`config.mk`:
```
export PLATFORM = sky130hd
export DESIGN_NAME = gpr_wb_arbiter_flat
export DESIGN_NICKNAME = d
export VERILOG_FILES = /design/src/rtl/gpr_wb_arbiter_if.sv /design/src/rtl/gpr_wb_arbiter.sv /design/src/flat_wrapper.sv
export SDC_FILE = /design/constraint.sdc
export NUM_CORES = 1
export LEC_CHECK = 0
export CORE_MARGIN = 4
export CORE_UTILIZATION = 40
export CTS_CLUSTER_DIAMETER = 40
export DETAILED_ROUTE_END_ITERATION = 12
export GPL_TIMING_DRIVEN = 0
export PLACE_DENSITY_LB_ADDON = 0.08
export REMOVE_ABC_BUFFERS = 1
export SYNTH_ARGS = -nofsm -noshare
export SYNTH_HDL_FRONTEND = slang
export SYNTH_SLANG_ARGS = --single-unit
```
`constraint.sdc`:
```
create_clock -name clk -period 1.91 [get_ports clk]
set_clock_uncertainty 0.05 [all_clocks]
set_input_delay 0.382 -clock clk [delete_from_list [all_inputs] [get_ports clk]]
set_output_delay 0.382 -clock clk [all_outputs]
set_load 0.01 [all_outputs]
```
`src/rtl/gpr_wb_arbiter_if.sv`:
```
// Write-back bus between the execute/memory requesters, decode and the GPR write port.
// Carries the bypass outputs only when GPR_WB_ARB_BYPASS_EN is defined.
interface gpr_wb_arbiter_if;
    logic        req0_valid;
    logic [4:0]  req0_rd;
    logic [31:0] req0_data;
    logic        req0_ready;
    logic        req1_valid;
    logic [4:0]  req1_rd;
    logic [31:0] req1_data;
    logic        req1_ready;
    logic        iss_valid;
    logic [4:0]  iss_rd;
    logic [4:0]  q_rs;
    logic [4:0]  q_rt;
    logic        hazard_rs;
    logic        hazard_rt;
    logic        wr_en;
    logic [4:0]  wr_addr;
    logic [31:0] wr_data;
    logic [31:0] busy_vec;
`ifdef GPR_WB_ARB_BYPASS_EN
    logic        fwd_rs_hit;
    logic        fwd_rt_hit;
    logic [31:0] fwd_data;
`endif

    modport master (
        output req0_valid, req0_rd, req0_data, req1_valid, req1_rd, req1_data,
        output iss_valid, iss_rd, q_rs, q_rt,
`ifdef GPR_WB_ARB_BYPASS_EN
        input  fwd_rs_hit, fwd_rt_hit, fwd_data,
`endif
        input  req0_ready, req1_ready, hazard_rs, hazard_rt,
        input  wr_en, wr_addr, wr_data, busy_vec
    );

    modport slave (
        input  req0_valid, req0_rd, req0_data, req1_valid, req1_rd, req1_data,
        input  iss_valid, iss_rd, q_rs, q_rt,
`ifdef GPR_WB_ARB_BYPASS_EN
        output fwd_rs_hit, fwd_rt_hit, fwd_data,
`endif
        output req0_ready, req1_ready, hazard_rs, hazard_rt,
        output wr_en, wr_addr, wr_data, busy_vec
    );
endinterface

```
`src/rtl/gpr_wb_arbiter.sv`:
```
// Two-requester GPR write-back arbiter with anti-starvation FSM and RAW busy scoreboard.
// Optional same-cycle forwarding of req1 results to decode: GPR_WB_ARB_BYPASS_EN.
module gpr_wb_arbiter #(
    parameter int unsigned MAX_WAIT = 4
) (
    input  logic         clk,
    input  logic         rst_n,
    gpr_wb_arbiter_if.slave bus
);
    localparam logic [2:0] MAX_W = 3'(MAX_WAIT);

    typedef enum logic {NORMAL, STARVED} state_t;

    state_t      state;
    logic [2:0]  wait_cnt;
    logic [2:0]  wait_nxt;
    logic [31:0] busy;
    logic [31:0] busy_nxt;
    logic        xfer0;
    logic        xfer1;
    logic        wr_en;
    logic [4:0]  wr_addr;
    logic [31:0] wr_data;

    // Readys are gated by rst_n so nothing is granted while reset is held.
    assign bus.req0_ready = rst_n && bus.req0_valid && (state == NORMAL  || !bus.req1_valid);
    assign bus.req1_ready = rst_n && bus.req1_valid && (state == STARVED || !bus.req0_valid);
    assign xfer0 = bus.req0_valid && bus.req0_ready;
    assign xfer1 = bus.req1_valid && bus.req1_ready;

    always_comb begin
        wait_nxt = wait_cnt;
        if (!bus.req1_valid || xfer1)
            wait_nxt = '0;
        else if (wait_cnt != MAX_W)
            wait_nxt = wait_cnt + 3'd1;
    end

    // Clear before set so an issue to the register being retired wins.
    always_comb begin
        busy_nxt = busy;
        if (xfer1)
            busy_nxt[bus.req1_rd] = 1'b0;
        if (bus.iss_valid && bus.iss_rd != 5'd0)
            busy_nxt[bus.iss_rd] = 1'b1;
        busy_nxt[0] = 1'b0;
    end

    always_ff @(posedge clk or negedge rst_n) begin
        if (!rst_n) begin
            state    <= NORMAL;
            wait_cnt <= '0;
            busy     <= '0;
            wr_en    <= 1'b0;
            wr_addr  <= '0;
            wr_data  <= '0;
        end else begin
            wait_cnt <= wait_nxt;
            busy     <= busy_nxt;
            case (state)
                NORMAL:  if (wait_nxt == MAX_W) state <= STARVED;
                STARVED: if (xfer1 || !bus.req1_valid) state <= NORMAL;
                default: state <= NORMAL;
            endcase
            wr_en <= 1'b0;
            if (xfer1 && bus.req1_rd != 5'd0) begin
                wr_en   <= 1'b1;
                wr_addr <= bus.req1_rd;
                wr_data <= bus.req1_data;
            end else if (xfer0 && bus.req0_rd != 5'd0) begin
                wr_en   <= 1'b1;
                wr_addr <= bus.req0_rd;
                wr_data <= bus.req0_data;
            end
        end
    end

    assign bus.wr_en    = wr_en;
    assign bus.wr_addr  = wr_addr;
    assign bus.wr_data  = wr_data;
    assign bus.busy_vec = busy;

`ifdef GPR_WB_ARB_BYPASS_EN
    logic hit_rs;
    logic hit_rt;

    assign hit_rs         = xfer1 && bus.q_rs != 5'd0 && bus.req1_rd == bus.q_rs;
    assign hit_rt         = xfer1 && bus.q_rt != 5'd0 && bus.req1_rd == bus.q_rt;
    assign bus.fwd_rs_hit = hit_rs;
    assign bus.fwd_rt_hit = hit_rt;
    assign bus.fwd_data   = (hit_rs || hit_rt) ? bus.req1_data : 32'd0;
    assign bus.hazard_rs  = busy[bus.q_rs] && !hit_rs;
    assign bus.hazard_rt  = busy[bus.q_rt] && !hit_rt;
`else
    assign bus.hazard_rs  = busy[bus.q_rs];
    assign bus.hazard_rt  = busy[bus.q_rt];
`endif
endmodule
```
`src/flat_wrapper.sv`:
```
// flat-port wrapper written by rule: the top's interface ports become plain ports
module gpr_wb_arbiter_flat 
#(
    parameter int unsigned MAX_WAIT = 4
)
  (clk, rst_n, bus_req0_valid, bus_req0_rd, bus_req0_data, bus_req1_valid, bus_req1_rd, bus_req1_data, bus_iss_valid, bus_iss_rd, bus_q_rs, bus_q_rt, bus_req0_ready, bus_req1_ready, bus_hazard_rs, bus_hazard_rt, bus_wr_en, bus_wr_addr, bus_wr_data, bus_busy_vec);
  gpr_wb_arbiter_if bus_i ();
  input  logic clk;
  input  logic rst_n;
  input wire logic [$bits(bus_i.req0_valid)-1:0] bus_req0_valid;
  input wire logic [$bits(bus_i.req0_rd)-1:0] bus_req0_rd;
  input wire logic [$bits(bus_i.req0_data)-1:0] bus_req0_data;
  input wire logic [$bits(bus_i.req1_valid)-1:0] bus_req1_valid;
  input wire logic [$bits(bus_i.req1_rd)-1:0] bus_req1_rd;
  input wire logic [$bits(bus_i.req1_data)-1:0] bus_req1_data;
  input wire logic [$bits(bus_i.iss_valid)-1:0] bus_iss_valid;
  input wire logic [$bits(bus_i.iss_rd)-1:0] bus_iss_rd;
  input wire logic [$bits(bus_i.q_rs)-1:0] bus_q_rs;
  input wire logic [$bits(bus_i.q_rt)-1:0] bus_q_rt;
  output wire logic [$bits(bus_i.req0_ready)-1:0] bus_req0_ready;
  output wire logic [$bits(bus_i.req1_ready)-1:0] bus_req1_ready;
  output wire logic [$bits(bus_i.hazard_rs)-1:0] bus_hazard_rs;
  output wire logic [$bits(bus_i.hazard_rt)-1:0] bus_hazard_rt;
  output wire logic [$bits(bus_i.wr_en)-1:0] bus_wr_en;
  output wire logic [$bits(bus_i.wr_addr)-1:0] bus_wr_addr;
  output wire logic [$bits(bus_i.wr_data)-1:0] bus_wr_data;
  output wire logic [$bits(bus_i.busy_vec)-1:0] bus_busy_vec;
  assign bus_i.req0_valid = bus_req0_valid;
  assign bus_i.req0_rd = bus_req0_rd;
  assign bus_i.req0_data = bus_req0_data;
  assign bus_i.req1_valid = bus_req1_valid;
  assign bus_i.req1_rd = bus_req1_rd;
  assign bus_i.req1_data = bus_req1_data;
  assign bus_i.iss_valid = bus_iss_valid;
  assign bus_i.iss_rd = bus_iss_rd;
  assign bus_i.q_rs = bus_q_rs;
  assign bus_i.q_rt = bus_q_rt;
  assign bus_req0_ready = bus_i.req0_ready;
  assign bus_req1_ready = bus_i.req1_ready;
  assign bus_hazard_rs = bus_i.hazard_rs;
  assign bus_hazard_rt = bus_i.hazard_rt;
  assign bus_wr_en = bus_i.wr_en;
  assign bus_wr_addr = bus_i.wr_addr;
  assign bus_wr_data = bus_i.wr_data;
  assign bus_busy_vec = bus_i.busy_vec;
  gpr_wb_arbiter #(.MAX_WAIT(MAX_WAIT)) u_core (.clk(clk), .rst_n(rst_n), .bus(bus_i));
endmodule
```
==> results of run 1 <==
sequential cells by signal, summed over array words and instances (netlist names):
| signal | flops |
|---|---|
| u_core.state | 1 |
| u_core.wait_cnt | 3 |
| u_core.bus.wr_data | 32 |
| u_core.bus.wr_en | 1 |
| u_core.bus.busy_vec | 31 |
| u_core.bus.wr_addr | 5 |
worst max-delay path: cells and delay by family (launching register included):
family | cells | cell delay [ps]
flip-flops | 1 | 420
AO/OA/AOI/OAI | 1 | 80
buffers and inverters | 1 | 150
AND/OR/NAND/NOR | 2 | 250
multiplexers | 1 | 480
metal layers:
metal / global-route usage [%] / share of wire (%)
met5: 0 / 0
met3: 7.45 / 10
met1: 25.1 / 39
met2: 37.6 / 49
met4: 7.84 / 2.2
layout make-up:
class	count	area, um^2
fill	769	3220
clock inverter	5	33.8
sequential	73	1830
timing repair buffer	201	2180
inverter	8	30.0
clock buffer	10	128
multi-input combinational	260	2370
tap	133	166
worst max-delay path by stage:
stage,depth (start not counted),endpoint
after floorplan,4,u_core.bus.wr_addr[0]$_DFFE_PN0P_
after global placement,4,u_core.bus.wr_data[24]$_DFFE_PN0P_
after detailed placement,6,u_core.bus.wr_data[10]$_DFFE_PN0P_
after CTS,6,bus_hazard_rt
after global routing,5,bus_hazard_rt
final,5,bus_hazard_rt
cell usage in the layout (no fill, tap or decap), drive strengths merged, types with 10 or more instances in the layout:
| cell | n |
|---|---|
| nor2 | 10 |
| nand2 | 11 |
| clkbuf | 16 |
| nand3 | 17 |
| o21ai | 61 |
| mux2 | 68 |
| mux2i | 20 |
| clkdlybuf4s50 | 144 |
| dfrtp | 73 |
| buf | 36 |
where the power goes:
part | leakage, uW | switching [uW] | internal [uW]
sequential | 0.000861 | 282 | 1850
clock | 0.0000781 | 578 | 462
combinational | 0.00201 | 763 | 1290
metrics by stage:
stage	cell area, um^2	total power [uW]	worst slack [ps]
global route	6730	5500	-332
finish	6730	5230	-252
global placement	5870	3970	-4330
floorplan	4050	2880	-1250
detailed placement	5930	4020	-1650
CTS	6550	5200	-306
what timing repair did:
item                                   in CTS  in global routing
pin swaps                                   8                  6
gates resized for setup                    94                 21
buffers inserted                           17                  6
gates cloned                                3                  5
hold buffers                                2                  0
endpoints found under the hold margin      30                  0
setup endpoints to repair                  42                 38
logic make-up after synthesis:
group	count (synthesis)	synth area share, %
AOI/OAI and AO/OA	86	12.5
xor gates and xnor gates	1	0.210
adders and majority gates	2	0.601
buffers and inverters	29	3.60
DFF	73	43.9
muxes	94	29.0
other	1	0.0900
and+or+nand+nor	76	10.2
==> out/qor.yml, run 1 <==
outcome:
  status: "finished, violations left"
  violations: "setup timing"
run:
  maxCapViolCount: 0
yosys:
  yosysMostFrequentCell: "dfrtp_1"
  syn_inst: 362
  yosys-top-cells-count: "73 x dfrtp_1, 60 x o21ai_0, 40 x mux2_2"
  synth_area_per_cell_um2: 11.5
  synth_seq_cells: 73
  synthArstFlopShare_pct: 100
  ys.warnings.count: 0
  synth.top_cell.area_share_pct: 43.9
  synth-seq-area-share_pct: 43.9
  synth_edf_count: 0
  synth_top_area_cell: "dfrtp_1"
  yosys-top-cells-area: "dfrtp_1 44%, mux2_2 11%, mux2_4 10%"
  ys_types: 44
  synth_area_mm2: 0.00417
  synthFlopType: "dfrtp_1"
hold_path:
  hp-class: "in2reg"
  hold_end: "u_core.state$_DFF_PN0_"
  hold-path-cell-count: 2
  worstHoldStart: "rst_n"
timing:
  setup_tns_ps: -1390
  fin_crit_sh_pct: 113
  finalSetupViolations: 28
  grt_setup_unrepaired: "yes"
  fin_ws_ps: -252
  drv_slew: 0
  max_slew_margin_pct: 65.8
  period_needed_ps: 2160
  tightestPinTransition_ps: 514
  max_freq_ghz: 0.463
  whs_ps: 172
  timing.final.hold_violations: 0
route:
  wl_per_cell_um: 19.4
  num_vias: 3760
  remaining_drc_errors: 0
  vias_per_cell: 5.45
  drt_pass1_iterations: 7
  drt_wl_total_um: 13400
  drtAntennaViolNets: 0
  dr.first_iter.drc_count: 123
worst_setup_path:
  r2r_slack_ps: 50
  ff2ff_path_depth: 7
  startpoint_type: "flop"
  startpoint: "u_core.bus.busy_vec[22]$_DFF_PN0_"
  crit_path_end_kind: "primary output"
  reg2reg_from: "u_core.state$_DFF_PN0_"
  cp_max_fo: 4
  crit_type: "reg2out"
  arrival_ps: 1730
  slowest_stage: "mux4_2"
  critPathRequiredTime_ps: 1480
  worstPathCellList: "mux4_2 > nand2b_4 > o2111ai_2 > nand4_1 > buf_2"
  slowest_delay_ps: 480
  reg2reg_to: "u_core.bus.wr_data[6]$_DFFE_PN0P_"
placed_design:
  hpwl_um: 9340
  io_buffers: 166
  dp.cells: 643
  gp_congestion: 0.843
clock_network:
  insertion_delay_ps: 340
  cts_buffer_depth: 2
  cts_buffers: 9
  cts.clk_slew.worst_paths_ps: 90
  clkSinkCount: 73
  htree_levels: 3
  clockRootBuffer: "clkbuf_8"
  cts_tree: "yes"
layout:
  syn_to_final_growth_pct: 61.6
  drive_gt1_share_pct: 26.9
  fin_util_pct: 67.6
  fin_nets: 649
  antenna_cells: 0
  fin_cells: 690
die:
  die_h_um: 110
  start_util_pct: 41.8
  io_pins: 168
  dieArea_mm2: 0.0121
  die_x_um: 110
  core_area_mm2: 0.00995
  floorplan.rows: 36
power:
  ir_worst_vdd_mv: 0.378
  power_density_mw_per_mm2: 776
  cellLeakagePower_uw: 0.00295
global_route:
  grt_max_degree: 44
  grt-ovfl-total: 0
  grt_pass1_vias: 3947
  grt_use_total_pct: 21.8
  antenna_found_initial: 0
  grt_pass1_wl_um: 20200
(Power assumes the default switching activity.)
==> run 2, diff against run 1 <==
--- a/config.mk
+++ b/config.mk
@@ -6,7 +6,7 @@
 export NUM_CORES = 1
 export LEC_CHECK = 0
 export CORE_MARGIN = 4
-export CORE_UTILIZATION = 40
+export CORE_UTILIZATION = 44
 export CTS_CLUSTER_DIAMETER = 40
 export DETAILED_ROUTE_END_ITERATION = 12
 export GPL_TIMING_DRIVEN = 0
==> constraint.sdc (replaced) <==
create_clock -name clk -period 2.3 [get_ports clk]
set_clock_uncertainty 0.05 [all_clocks]
set_input_delay 0.46 -clock clk [delete_from_list [all_inputs] [get_ports clk]]
set_output_delay 0.46 -clock clk [all_outputs]
set_load 0.01 [all_outputs]
==> run 2 against run 1 <==
The run now ends clean. Clock power fell by 5%. Via count is 2.9% lower. Sequential cell count did not move. Die area down 8.4%. Combinational power shrank 21%. Critical path type unchanged.
==> out/qor.yml, run 2 (same netlist as run 1, synthesis figures left out) <==
worst_setup_path:
  slowest_stage: "mux4_2"
  cp_max_fo: 4  # unchanged
  r2r_slack_ps: 390  # +340 ps
  arrival_ps: 1760  # +30 ps
  cp_top_family: "multiplexers"
  startpoint_type: "flop"
  cp_num_buf_inv: 1  # unchanged
  critPathRequiredTime_ps: 1790  # +310 ps
  worstPathCellList: "mux4_2 > nand2b_4 > o2111ai_2 > nand4_1 > buf_2"
  slowest_delay_ps: 460  # -20 ps
  crit_type: "reg2out"
  crit_path_end_kind: "primary output"
layout:
  fin_cells: 666  # -3.5%
  drive_gt1_share_pct: 24.4  # -2.5 points
  final_cell_mix: "147 x clkdlybuf4s50_1, 73 x dfrtp_1, 60 x o21ai_0, 40 x mux2_2, 28 x mux2_4"
  antenna_cells: 0  # unchanged
  final_common_cell: "clkdlybuf4s50_1"
  largest_register_ffs: 32  # unchanged
  final_area_mm2: 0.00637  # -5.3%
  fin_util_pct: 69.0  # +1.3 points
  fin_nets: 628  # -3.2%
  largest-register: "u_core.bus.wr_data"
  syn_to_final_growth_pct: 53.0
outcome:
  status: "completed"
die:
  die_h_um: 105  # -4.3%
  io_pins: 168  # unchanged
  floorplan.rows: 35  # -2.8%
  die_x_um: 105  # -4.3%
  start_util_pct: 45.1  # +3.2 points
  dieArea_mm2: 0.0111  # -8.4%
  core_area_mm2: 0.00924  # -7.2%
power:
  cellLeakagePower_uw: 0.00266  # -10%
  ir_worst_vdd_mv: 0.340  # -9.9%
  power_density_mw_per_mm2: 687  # -12%
clock_network:
  insertion_delay_ps: 340  # about the same
  clkSinkCount: 73  # unchanged
  cts_tree: "yes"
  cts.clk_slew.worst_paths_ps: 80  # about the same
  cts_buffers: 9  # unchanged
  cts_buffer_depth: 2  # unchanged
  clockRootBuffer: "clkbuf_8"
  htree_levels: 3  # unchanged
route:
  drt_pass1_iterations: 4  # -3
  drt_wl_total_um: 12400  # -7.6%
  vias_per_cell: 5.48  # +0.60%
  wl_per_cell_um: 18.6  # -4.3%
  remaining_drc_errors: 0  # unchanged
  dr.first_iter.drc_count: 175  # +42%
  drtAntennaViolNets: 0  # unchanged
  num_vias: 3651  # -2.9%
timing:
  setup_tns_ps: 0  # +1390 ps
  max_freq_ghz: 0.441
  fin_crit_sh_pct: 98.5
  drv_slew: 0  # unchanged
  grt_setup_unrepaired: "yes"
  timing.final.hold_violations: 0  # unchanged
  period_needed_ps: 2270
  finalSetupViolations: 0  # -100%
hold_path:
  hp-class: "in2async"
placed_design:
  gp_congestion: 0.879  # +4.3%
  hpwl_um: 9320  # -0.16%
  dp.cells: 641  # -0.31%
  place_area_mm2: 0.00600  # +1.1%
  io_buffers: 166  # unchanged
run:
  maxCapViolCount: 0  # unchanged
global_route:
  grt-ovfl-total: 0  # unchanged
  antenna_found_initial: 0  # unchanged
  grt_pass1_wl_um: 19900  # -1.5%
  grt_pass1_vias: 3922  # -0.63%
  grt_use_total_pct: 22.5  # +0.69 points
  grt_max_degree: 36  # -18%
## run 2: changes by cell type in the layout (fill, tap and decap cells not counted), sizes merged
cell / delta
dlygate4sd2: -1
clkdlybuf4s50: +3
clkinvlp: +1
bufinv: +1
buf: -17
bufbuf: +2
clkbuf: -6
dlymetal6s2s: -3
## run 2: worst paths after layout
check	cells past startpoint	to	startpoint
min in group clk	3	u_core.state$_DFF_PN0_	rst_n
max in group asynchronous	3	u_core.bus.wr_data[4]$_DFFE_PN0P_	rst_n
min reg2reg	1	u_core.bus.wr_data[19]$_DFFE_PN0P_	u_core.bus.wr_data[19]$_DFFE_PN0P_
min	2	u_core.bus.busy_vec[23]$_DFF_PN0_	rst_n
max	5	bus_hazard_rt	u_core.bus.busy_vec[20]$_DFF_PN0_
max reg2reg	8	u_core.bus.wr_data[26]$_DFFE_PN0P_	u_core.state$_DFF_PN0_
## run 2: layout make-up
| type | instances | area (um^2) |
|---|---|---|
| Fill cell | 710 | 2870 |
| Multi-Input combinational cell | 260 | 2250 |
| Timing Repair Buffer | 180 | 1910 |
| Sequential cell | 73 | 1830 |
| Tap cell | 129 | 161 |
| Clock buffer | 9 | 124 |
| Clock inverter | 7 | 71.3 |
| Inverter | 8 | 30.0 |
## run 2: metrics by stage
step | total power (uW) | hold WS (ps) | worst slack (ps)
after floorplan | 2390 | 114 | -939
after global placement | 3290 | 440 | -3880
after detailed placement | 3350 | 396 | -1050
after CTS | 4380 | 4.49 | -4.45
after global routing | 4610 | 12.5 | -36.6
final | 4380 | 10.0 | 33.8
## run 2: repair_timing
item / in CTS / in global routing
cloned: 2 / 0
pin swaps: 3 / 5
buffers inserted: 4 / 1
hold endpoints to repair: 35 / 0
resized for setup: 63 / 6
hold buffers: 2 / 0
setup endpoints to repair: 41 / 12
## run 2: power breakdown
part	leakage (uW)	switching [uW]	internal, uW
sequential	0.000861	235	1540
clock	0.0000912	494	498
combinational	0.00170	605	1010
## run 2: metal layers
layer / vias up / GRT usage, % / share of wire, %
met5: - / 0 / 0
met3: 25 / 7.84 / 10
met1: 1768 / 25.5 / 37
li1: 1681 / - / -
met4: 0 / 9.28 / 2.4
met2: 177 / 38.4 / 51
==> run 3, diff against run 2 <==
==> constraint.sdc (replaced) <==
create_clock -name clk -period 2.1 [get_ports clk]
set_clock_uncertainty 0.05 [all_clocks]
set_input_delay 0.42 -clock clk [delete_from_list [all_inputs] [get_ports clk]]
set_output_delay 0.42 -clock clk [all_outputs]
set_load 0.01 [all_outputs]
==> run 3 against run 2 <==
The flow now finishes with violations (setup timing). Cell count is 1.7% higher. Design area up 3.5%. Hold slack gained 44 ps. Combinational power increased by 14%. Utilization grew 2.4 points.
==> out/qor.yml, run 3 (same netlist as run 1, synthesis figures left out) <==
placed_design:
  io_buffers: 166  # unchanged
  place_area_mm2: 0.00600  # unchanged
  gp_congestion: 0.879  # unchanged
  hpwl_um: 9320  # unchanged
  dp.cells: 641  # unchanged
timing:
  finalSetupViolations: 2  # +2
  whs_ps: 54.5  # +44.4 ps
  period_needed_ps: 2220
  timing.final.hold_violations: 0  # unchanged
  max_freq_ghz: 0.450
  fin_crit_sh_pct: 106
  drv_slew: 0  # unchanged
  fin_ws_ps: -123  # -156 ps
  grt_setup_unrepaired: "yes"
layout:
  fin_nets: 639  # +1.8%
  largest-register: "u_core.bus.wr_data"
  fill_cells: 673  # -5.2%
  antenna_cells: 0  # unchanged
  syn_to_final_growth_pct: 58.3
  drive_gt1_share_pct: 26.1  # +1.7 points
  final_area_mm2: 0.00660  # +3.5%
  largest_register_ffs: 32  # unchanged
  final_cell_mix: "147 x clkdlybuf4s50_1, 73 x dfrtp_1, 60 x o21ai_0, 40 x mux2_2, 28 x mux2_4"
  fin_util_pct: 71.4  # +2.4 points
  final_common_cell: "clkdlybuf4s50_1"
  fin_cells: 677  # +1.7%
clock_network:
  cts_buffers: 9  # unchanged
  cts.clk_slew.worst_paths_ps: 80  # about the same
  htree_levels: 3  # unchanged
  cts_tree: "yes"
  cts_buffer_depth: 2  # unchanged
  clockRootBuffer: "clkbuf_8"
  clkSinkCount: 73  # unchanged
  insertion_delay_ps: 340  # about the same
die:
  dieArea_mm2: 0.0111  # unchanged
  floorplan.rows: 35  # unchanged
  die_h_um: 105  # unchanged
  core_area_mm2: 0.00924  # unchanged
  start_util_pct: 45.1  # unchanged
  die_x_um: 105  # unchanged
  io_pins: 168  # unchanged
worst_setup_path:
  startpoint_type: "flop"
  cp_max_fo: 4  # unchanged
  crit_type: "reg2out"
  critPathRequiredTime_ps: 1630  # -160 ps
  arrival_ps: 1750  # about the same
  crit_path_end_kind: "primary output"
route:
  vias_per_cell: 5.52  # +0.75%
  drtAntennaViolNets: 0  # unchanged
  wl_per_cell_um: 18.8  # +1.3%
  dr.first_iter.drc_count: 146  # -17%
  drt_wl_total_um: 12700  # +2.9%
  drt_pass1_iterations: 4  # unchanged
  remaining_drc_errors: 0  # unchanged
  num_vias: 3739  # +2.4%
power:
  cellLeakagePower_uw: 0.00277  # +4.3%
  power_density_mw_per_mm2: 737  # +7.3%
  ir_worst_vdd_mv: 0.382  # +12%
hold_path:
  hp-class: "in2async"
global_route:
  antenna_found_initial: 0  # unchanged
  grt-ovfl-total: 0  # unchanged
  grt_pass1_wl_um: 20500  # +3.1%
  grt_use_total_pct: 23.2  # +0.75 points
  grt_max_degree: 36  # unchanged
  grt_pass1_vias: 3978  # +1.4%
outcome:
  violations: "setup timing"
  status: "finished, violations left"
run:
  maxCapViolCount: 0  # unchanged
## run 3: changes by cell type in the layout (fill, tap and decap cells not counted), sizes merged
cell / previous run / this run
dlymetal6s2s: 1 / 2
clkbuf: 10 / 12
buf: 19 / 29
clkdlybuf4s15: 3 / 2
dlygate4sd2: 6 / 5
## run 3: per-layer routing
metal  vias up  GRT usage [%]  part of all wire [%]
met1      1822           26.7                    37
met3        24           7.78                   9.9
li1       1707              -                     -
met2       186           39.9                    51
met4         0           8.90                   2.3
met5         -              0                     0
## run 3: worst paths after layout
check                                              startpoint                            endpoint  slack [ps]  cells after the start
max                         u_core.bus.busy_vec[23]$_DFF_PN0_                       bus_hazard_rt        -120                      5
min reg2reg                u_core.bus.wr_data[21]$_DFFE_PN0P_  u_core.bus.wr_data[21]$_DFFE_PN0P_         460                      1
min                                                     rst_n   u_core.bus.busy_vec[23]$_DFF_PN0_          50                      3
max reg2reg                            u_core.state$_DFF_PN0_  u_core.bus.wr_data[21]$_DFFE_PN0P_         230                      7
min in group clk                               bus_req1_rd[4]   u_core.bus.wr_addr[4]$_DFFE_PN0P_         330                      3
max in group asynchronous                               rst_n   u_core.bus.wr_data[4]$_DFFE_PN0P_        1030                      3
## run 3: cell type report
cell class                 instances  area (um^2)  share of cell area, %
clock buffer                       9          124                   1.88
inverter                           8         30.0                  0.455
multi-input combinational        260         2260                   34.3
sequential                        73         1830                   27.7
timing repair buffer             191         2120                   32.2
clock inverter                     7         71.3                   1.08
tap                              129          161                   2.45
## run 3: report_power, final
part	internal [uW]	leakage, uW	switching (uW)	total, uW
Combinational	1150	0.00182	684	1830
Sequential	1690	0.000861	254	1940
Clock	546	0.0000912	541	1090
Total	3380	0.00277	1480	4860
## run 3: what timing repair did
action                     CTS  global route
resized for setup           68            14
pin swaps                    5             7
hold endpoints to repair    35             0
setup endpoints to repair   46            32
cloned                       5             0
setup buffers               11             2
hold buffers                 3             0
## run 3: stage by stage
step,setup slack (ps),power (uW),setup TNS [ps]
floorplan,-1100,2620,-40310
global placement,-4040,3600,-400890
detailed placement,-1210,3670,-49730
CTS,-183,4870,-329
global route,-184,5110,-366
finish,-123,4860,-245
## run 3: critical path, cell delays in order, from the launching register on
cell,delay [ps]
dfrtp_1,420
mux4_2,480
nand2b_4,150
o2111ai_2,80
nand4_1,120
buf_2,160
